<file path="src/rtl/hazard_scoreboard.sv">
// hazard_scoreboard: tracks in-flight destination registers to flag RAW/WAW hazards and select forwarding.
// Define HAZARD_FORWARDING_EN to stall only on load-use and report forwarding sources instead.
module hazard_scoreboard #(
  parameter int NUM_STAGES = 3,
  parameter int REG_AW     = 5,
  parameter int STALL_CW   = 8
) (
  input  logic                                 clk,
  input  logic                                 rst,
  input  logic                                 issue_valid,
  input  logic [REG_AW-1:0]                    issue_rs1,
  input  logic [REG_AW-1:0]                    issue_rs2,
  input  logic [REG_AW-1:0]                    issue_rd,
  input  logic                                 issue_we,
  input  logic                                 issue_is_load,
  input  logic [NUM_STAGES-1:0]                stage_adv,
  input  logic                                 flush,
  output logic                                 no_hazard,
  output logic                                 issue_accept,
  output logic                                 rs1_hazard,
  output logic                                 rs2_hazard,
  output logic                                 rd_hazard,
  output logic [$clog2(NUM_STAGES+1)-1:0]      fwd_rs1_sel,
  output logic [$clog2(NUM_STAGES+1)-1:0]      fwd_rs2_sel,
  output logic [$clog2(NUM_STAGES+1)-1:0]      busy_cnt,
  output logic [STALL_CW-1:0]                  stall_cycles
);
  localparam int FW = $clog2(NUM_STAGES+1);
  logic [NUM_STAGES-1:0] r_valid, r_we, r_ld;
  logic [REG_AW-1:0]     r_rd [NUM_STAGES];
  logic [STALL_CW-1:0]   r_stall;
  logic [NUM_STAGES-1:0] w_m1, w_m2, w_md;
  logic                  w_inc;
  logic                  w_unused;
  always_comb begin
    for (int i = 0; i < NUM_STAGES; i++) begin
      w_m1[i] = r_valid[i] & r_we[i] & (r_rd[i] != '0) & (r_rd[i] == issue_rs1);
      w_m2[i] = r_valid[i] & r_we[i] & (r_rd[i] != '0) & (r_rd[i] == issue_rs2);
      w_md[i] = r_valid[i] & r_we[i] & (r_rd[i] != '0) & (r_rd[i] == issue_rd);
    end
  end
`ifdef HAZARD_FORWARDING_EN
  // Descending scan so the youngest (lowest index) match is written last and wins.
  always_comb begin
    fwd_rs1_sel = '0;
    fwd_rs2_sel = '0;
    for (int i = NUM_STAGES-1; i >= 0; i--) begin
      if (w_m1[i]) fwd_rs1_sel = FW'(i+1);
      if (w_m2[i]) fwd_rs2_sel = FW'(i+1);
    end
  end
  assign rs1_hazard = w_m1[0] & r_ld[0];
  assign rs2_hazard = w_m2[0] & r_ld[0];
  assign rd_hazard  = 1'b0;
  assign w_unused   = ^{r_ld, w_md};
`else
  assign fwd_rs1_sel = '0;
  assign fwd_rs2_sel = '0;
  assign rs1_hazard  = |w_m1;
  assign rs2_hazard  = |w_m2;
  assign rd_hazard   = |w_md;
  assign w_unused    = ^{r_ld, issue_is_load};
`endif
  assign no_hazard    = ~(rs1_hazard | rs2_hazard | rd_hazard);
  assign issue_accept = issue_valid & no_hazard & ~flush;
  assign w_inc        = issue_valid & ~no_hazard & ~flush;
  assign stall_cycles = r_stall;
  always_comb begin
    busy_cnt = '0;
    for (int i = 0; i < NUM_STAGES; i++) busy_cnt = busy_cnt + FW'(r_valid[i]);
  end
  // Payload fields are not reset: every consumer qualifies them with valid.
  always_ff @(posedge clk) begin
    if (rst || flush) r_valid <= '0;
    else begin
      r_valid[0] <= issue_accept ? 1'b1 : (stage_adv[0] ? 1'b0 : r_valid[0]);
      for (int i = 1; i < NUM_STAGES; i++)
        r_valid[i] <= stage_adv[i-1] ? r_valid[i-1] : (stage_adv[i] ? 1'b0 : r_valid[i]);
    end
    if (issue_accept) begin
      r_rd[0] <= issue_rd;
      r_we[0] <= issue_we;
      r_ld[0] <= issue_is_load;
    end
    for (int i = 1; i < NUM_STAGES; i++)
      if (stage_adv[i-1]) begin
        r_rd[i] <= r_rd[i-1];
        r_we[i] <= r_we[i-1];
        r_ld[i] <= r_ld[i-1];
      end
    r_stall <= (rst || !w_inc) ? '0 : (&r_stall ? r_stall : r_stall + STALL_CW'(1));
  end
endmodule

</file>
<file path="config.mk">
export PLATFORM = sky130hd
export DESIGN_NAME = hazard_scoreboard
export DESIGN_NICKNAME = d
export VERILOG_FILES = /design/src/rtl/hazard_scoreboard.sv
export SDC_FILE = /design/constraint.sdc
export NUM_CORES = 1
export LEC_CHECK = 0
export ABC_AREA = 0
export BUFFER_PORTS_ARGS = -buffer_cell sky130_fd_sc_hd__buf_2
export CAP_MARGIN = 20
export CORE_MARGIN = 10
export CORE_UTILIZATION = 40
export DETAILED_ROUTE_END_ITERATION = 7
export HOLD_SLACK_MARGIN = 0.15
export PLACE_DENSITY = 0.63
export SYNTH_ARGS = -nofsm -noshare
export SYNTH_HDL_FRONTEND = slang
export SYNTH_SLANG_ARGS = --single-unit
</file>
<file path="constraint.sdc">
create_clock -name clk -period 3.2 [get_ports clk]
set_clock_uncertainty 0.05 [all_clocks]
set_input_delay 0.32 -clock clk [delete_from_list [all_inputs] [get_ports clk]]
set_output_delay 0.32 -clock clk [all_outputs]
set_load 0.05 [all_outputs]
</file>
==> results.txt, run 1 <==
status = finished, final reports clean
vias per inst = 5.332
register area share after synthesis = 0.4534
Syn Area/Cell = 11.04 µm²
Design Area, Final = 2001 µm²
vias in the first global route = 1447
Setup CP Type = reg2out
final period utilization = 0.9109
synth warn = 0
initial antenna violation count = 0
main combinational cell family by area after synthesis = XOR/XNOR gates
HP Class = in2reg
buffer levels on the longest clock path = 2
Worst path slowest cell = or4_1
RSZ-0062 raised after global routing = no
Yosys cell types = 33
Max rail drop VDD = 0.1992 mV
Clock transition at path regs = 0.06 ns
Clk Latency, worst-skew pair = 0.28 ns
max layer used = met4
Post-Synth Adder-Cell Area = 0.01939
Post-CTS Resized = 0
leakage power = 0.7902 nW
area delta synth->final = 19.24%
GR Overflow Total = 0
Routed met3 length = 371 µm
CP top delay family = simple AND/OR/NAND/NOR gates
clk sinks = 29
Initial Util = 0.4165
r2r startpoint = r_rd[0][6]
Post-DRT Antenna Nets = 0
fin. max-slew vios = 0
final hold vios = 0
commonest non-fill, non-tap cell in the layout = buf_2
HPWL Detailed = 3419 µm
CTS buffer count = 5
fraction of layout cells with a size suffix above 1 = 0.2640
Die ar. = 7185 µm²
fmax = 343.1 MHz
CP max stage delay = 0.57 ns
TritonCTS clock tree = done
placement row count = 23
PwrDens = 421.0 nW/µm²
Port Buffer Count = 37
Placed Instance Area = 1911 µm²
Setup crit end kind = output pin
largest net degree at the start of global routing = 11
Die Width = 84.77 µm
crit-path cells = or4_1, o211ai_2, or4_1, nand3_2, nor3_4, and3b_1, buf_2
Req. time, crit path = 2.83 ns
CTS Hold Bufs = 0
hold_sp = issue_we
Mapped Cells = 152
Metal-1 WL = 1703 µm
Setup Viol. Count Final = 0
XOR/XNOR share of the synthesized area = 0.2453
# diodes = 0
Nets = 222
drt first pass iters = 4
Setup TNS Final = 0 ns
Iter 0 DRT Violations = 68
Synth Area in Compound Gates = 0.04847
All-Layer GR Usage = 0.1235
Max Cap Viol = 0
post-synthesis simple-gate area fraction = 0.1984
Root Driver = clkbuf_8
critical path fanouts, max = 5
WL/cell = 17.86 µm
CP Buf/Inv Count = 1
IO Pins = 43
H-tree depth = 2
crit start category = flop
mapped cell area = 1678 µm²
vias = 1317
Setup Fix Bufs, Post-CTS = 0
register bit total from synthesis = 29
minimum clock period = 2.915 ns
metal2 WL = 2262 µm
global-route wire length before repair = 7120 µm
gpl congestion = 0.8660
mux contribution to synthesized area = 0.005966
Die Height = 84.77 µm
Post-Route WL = 4411 µm
worst path arrival time = 2.54 ns
critical path's most frequent cell = or4_1
Critical path origin = r_rd[0][6]
floorplan core area = 4029 µm²
DRC violations left = 0
most frequent cells in the layout = buf_2, xor2_1, xnor2_1
[cell usage after synthesis]
library cell | count | share of area
ha_1 | 1 | 0.0075
nand2_1 | 3 | 0.0067
buf_4 | 4 | 0.018
xnor2_1 | 22 | 0.11
or4_1 | 3 | 0.013
conb_1 | 1 | 0.0022
nor3_1 | 17 | 0.051
nand2b_1 | 1 | 0.0037
edfxtp_1 | 18 | 0.32
mux2i_1 | 1 | 0.0060
buf_6 | 1 | 0.0067
dfxtp_1 | 11 | 0.13
nand4_1 | 6 | 0.022
a2111oi_2 | 1 | 0.0089
a21oi_1 | 3 | 0.0089
nand3b_1 | 1 | 0.0045
inv_1 | 1 | 0.0022
nor2_1 | 3 | 0.0067
a31o_1 | 1 | 0.0052
and3b_1 | 1 | 0.0052
nand3_2 | 3 | 0.018
nor4b_1 | 1 | 0.0052
nor3b_1 | 2 | 0.0089
o211ai_2 | 1 | 0.0075
nand3_1 | 9 | 0.027
nor3_4 | 1 | 0.0097
or3_1 | 1 | 0.0037
or4_2 | 1 | 0.0052
xor2_1 | 25 | 0.13
fa_1 | 1 | 0.012
and3_1 | 2 | 0.0075
o311a_1 | 1 | 0.0060
o21ai_0 | 4 | 0.012
[path summary, 6_finish.rpt]
path | end | slack [ns] | depth (start not counted)
min reg2reg | r_we[1] | 0.41 | 0
max reg2reg | r_we[0] | 0.70 | 7
max | issue_accept | 0.29 | 7
min | r_we[0] | 0.17 | 1
[power by group]
group          leakage [nW]  internal (mW)  total, mW  switching [mW]
Sequential            0.262          0.411      0.432          0.0207
Combinational         0.482         0.0444      0.106          0.0613
Clock                0.0455          0.175      0.305           0.130
Total                 0.790          0.630      0.842           0.212
[layer usage]
layer | vias up | track usage
li1 | 635 | -
met1 | 615 | 0.1302
met2 | 56 | 0.2135
met3 | 11 | 0.05121
met4 | 0 | 0.04790
met5 | - | 0
[state kept, by name (all words and copies together) (netlist names)]
| signal | cells |
|---|---|
| r_we | 3 |
| r_valid | 3 |
| stall_cycles | 8 |
| r_rd | 15 |
[logic make-up after synthesis]
kind of cell / count (synthesis)
other: 1
AO/OA/AOI/OAI: 11
AND/OR/NAND/NOR: 55
adder cells (fa/ha/maj): 2
multiplexers: 1
flip-flops: 29
buffers and inverters: 6
XOR/XNOR: 47
[cell type report]
class	count	area, µm²
fillers	383	2028
flip-flops and latches	29	760.7
well taps	50	62.56
inverters	1	3.754
clock buffers	8	90.09
repair buffers	39	200.2
multi-input cells	120	883.3
[metrics by stage]
stage	power (mW)	worst slack, ns	hold WS (ns)	instances	utilization
2_1_floorplan	0.5022	0.06710	0.3468	155	-
3_3_place_gp	0.5396	0.5882	0.3892	239	0.4742
3_5_place_dp	0.5454	0.5614	0.3918	239	0.4742
4_1_cts	0.8538	0.2515	0.1562	247	0.4966
5_1_grt	0.8765	0.1476	0.1622	247	0.4966
6_report	0.8423	0.2852	0.1699	247	0.4966
(Power assumes the default switching activity.)
==> inputs of run 2 (changes only) <==
==> constraint.sdc (replaced) <==
create_clock -name clk -period 3.2 [get_ports clk]
set_clock_uncertainty 0.05 [all_clocks]
set_input_delay 0.32 -clock clk [delete_from_list [all_inputs] [get_ports clk]]
set_output_delay 0.32 -clock clk [all_outputs]
set_load 0.1 [all_outputs]
==> results.txt, run 2 (synthesis results as in run 1) <==
Routed met3 length = 296 µm (-20%)
fmax = 321.5 MHz (-6.3%)
hold_sp = issue_we
Worst Hold Endpoint = r_we[0]
Reg with most FFs = r_rd
Setup Viol. Count Final = 0 (unchanged)
Post-DRT Antenna Nets = 0 (unchanged)
Iter 0 DRT Violations = 110 (+62%)
area delta synth->final = 25.95%
multi-input logic area = 909.6 µm² (+3.0%)
Die ar. = 7185 µm² (unchanged)
GR Overflow Total = 0 (unchanged)
Metal-1 WL = 1823 µm (+7.0%)
Root Driver = clkbuf_8
Initial Util = 0.4165 (unchanged)
fin. max-slew vios = 0 (unchanged)
Clock transition at path regs = 0.06 ns (about the same)
leakage power = 0.8362 nW (+5.8%)
vias in the first global route = 1423 (-1.7%)
r2r startpoint = r_rd[0][6]
Nets = 228 (+2.7%)
# diodes = 0 (unchanged)
most frequent cells in the layout = buf_2, xor2_1, xnor2_1
TritonCTS clock tree = done
metal2 WL = 2273 µm (+0.49%)
Setup crit end kind = output pin
minimum clock period = 3.110 ns (+0.1954 ns)
vias = 1319 (+0.15%)
All-Layer GR Usage = 0.1245 (+0.001008)
Fill cells = 384 (+0.26%)
max reg flops = 15 (unchanged)
largest net degree at the start of global routing = 10 (-1)
Hold Crit Depth = 1 (unchanged)
worst path arrival time = 2.74 ns (+0.20 ns)
critical path fanouts, max = 7 (+2)
WL/cell = 17.61 µm (-1.4%)
buffer levels on the longest clock path = 2 (unchanged)
HP Class = in2reg
Max Cap Viol = 0 (unchanged)
commonest non-fill, non-tap cell in the layout = buf_2
IO Pins = 43 (unchanged)
DRC violations left = 0 (unchanged)
global-route wire length before repair = 7210 µm (+1.3%)
clk sinks = 29 (unchanged)
CTS buffer count = 5 (unchanged)
initial antenna violation count = 0 (unchanged)
Die Width = 84.77 µm (unchanged)
Req. time, crit path = 2.83 ns (about the same)
gpl congestion = 0.8431 (-2.6%)
placement row count = 23 (unchanged)
HPWL Detailed = 3444 µm (+0.74%)
Post-Route WL = 4455 µm (+1.0%)
R2R setup slack = 0.58 ns (-0.12 ns)
Setup TNS Final = 0 ns (unchanged)
Port Buffer Count = 37 (unchanged)
drt first pass iters = 4 (unchanged)
final period utilization = 0.9719 (+0.06105)
R2R Path End = r_we[0]
Setup CP Type = reg2out
Post-CTS Resized = 0 (unchanged)
final hold vios = 0 (unchanged)
H-tree depth = 2 (unchanged)
CTS Hold Bufs = 0 (unchanged)
status = finished, final reports clean
register area = 760.7 µm² (unchanged)
vias per inst = 5.213 (-2.2%)
max layer used = met4
Max rail drop VDD = 0.3031 mV (+52%)
Die Height = 84.77 µm (unchanged)
fraction of layout cells with a size suffix above 1 = 0.2956 (+0.03161)
R2R depth = 6 (-1)
PwrDens = 449.4 nW/µm² (+6.7%)
crit start category = flop
floorplan core area = 4029 µm² (unchanged)
Clk Latency, worst-skew pair = 0.28 ns (about the same)
final core utilization = 0.5245 (+0.02795)
-- run 2: changes by cell type in the layout (fill, tap and decap cells not counted), sizes merged --
cell,before,now
buf,39,45
bufinv,0,1
clkbuf,8,7
-- run 2: cell type report --
type,instances,area share
Tap cell,50,0.02960
Sequential cell,29,0.3600
Timing Repair Buffer,45,0.1231
Multi-Input combinational cell,120,0.4304
Clock buffer,7,0.04085
Inverter,1,0.001776
Clock inverter,1,0.01421
-- run 2: critical path, stage by stage, from the launching register on --
cell and delay, ns:
edfxtp_1 0.47, or4_1 0.58, o211ai_2 0.25, or4_1 0.22, nand3_4 0.09, nor3_4 0.31
and3b_4 0.34, buf_12 0.20
-- run 2: how the worst max path moves through the flow --
stage	slack, ns	endpoint	startpoint
finish	0.09	issue_accept	r_rd[0][6]
global route	-0.005	issue_accept	r_rd[0][6]
CTS	0.02	issue_accept	r_rd[0][6]
detailed placement	0.34	issue_accept	r_rd[0][6]
global placement	0.41	issue_accept	r_rd[0][6]
floorplan	0.09	r_rd[0][0]	r_rd[0][6]
-- run 2: power breakdown --
group / internal, mW / switching (mW) / total, mW
logic: 0.0505 / 0.0816 / 0.132
registers: 0.411 / 0.0182 / 0.429
clock network: 0.253 / 0.135 / 0.388
total: 0.715 / 0.235 / 0.950
-- run 2: per-stage QoR --
stage	setup slack [ns]	instances	hold slack (ns)	instance area, µm²	total power, mW
2_1_floorplan	0.08826	155	0.3468	1715	0.5202
3_3_place_gp	0.4094	239	0.3884	1952	0.5592
3_5_place_dp	0.3396	239	0.3871	1952	0.5647
4_1_cts	0.01562	247	0.1647	2068	0.9566
5_1_grt	-0.005178	253	0.1656	2113	0.9888
6_report	0.08983	253	0.1826	2113	0.9497
-- run 2: what timing repair did --
action                                  CTS  global route
pin swaps                                 1             2
setup buffers                             0             6
gates cloned                              0             0
endpoints found under the setup margin    1             2
-- run 2: routing by layer --
metal	up-vias	GRT usage
met1	635	0.1325
met4	0	0.04491
met5	-	0
met2	36	0.2148
met3	6	0.05217
li1	642	-
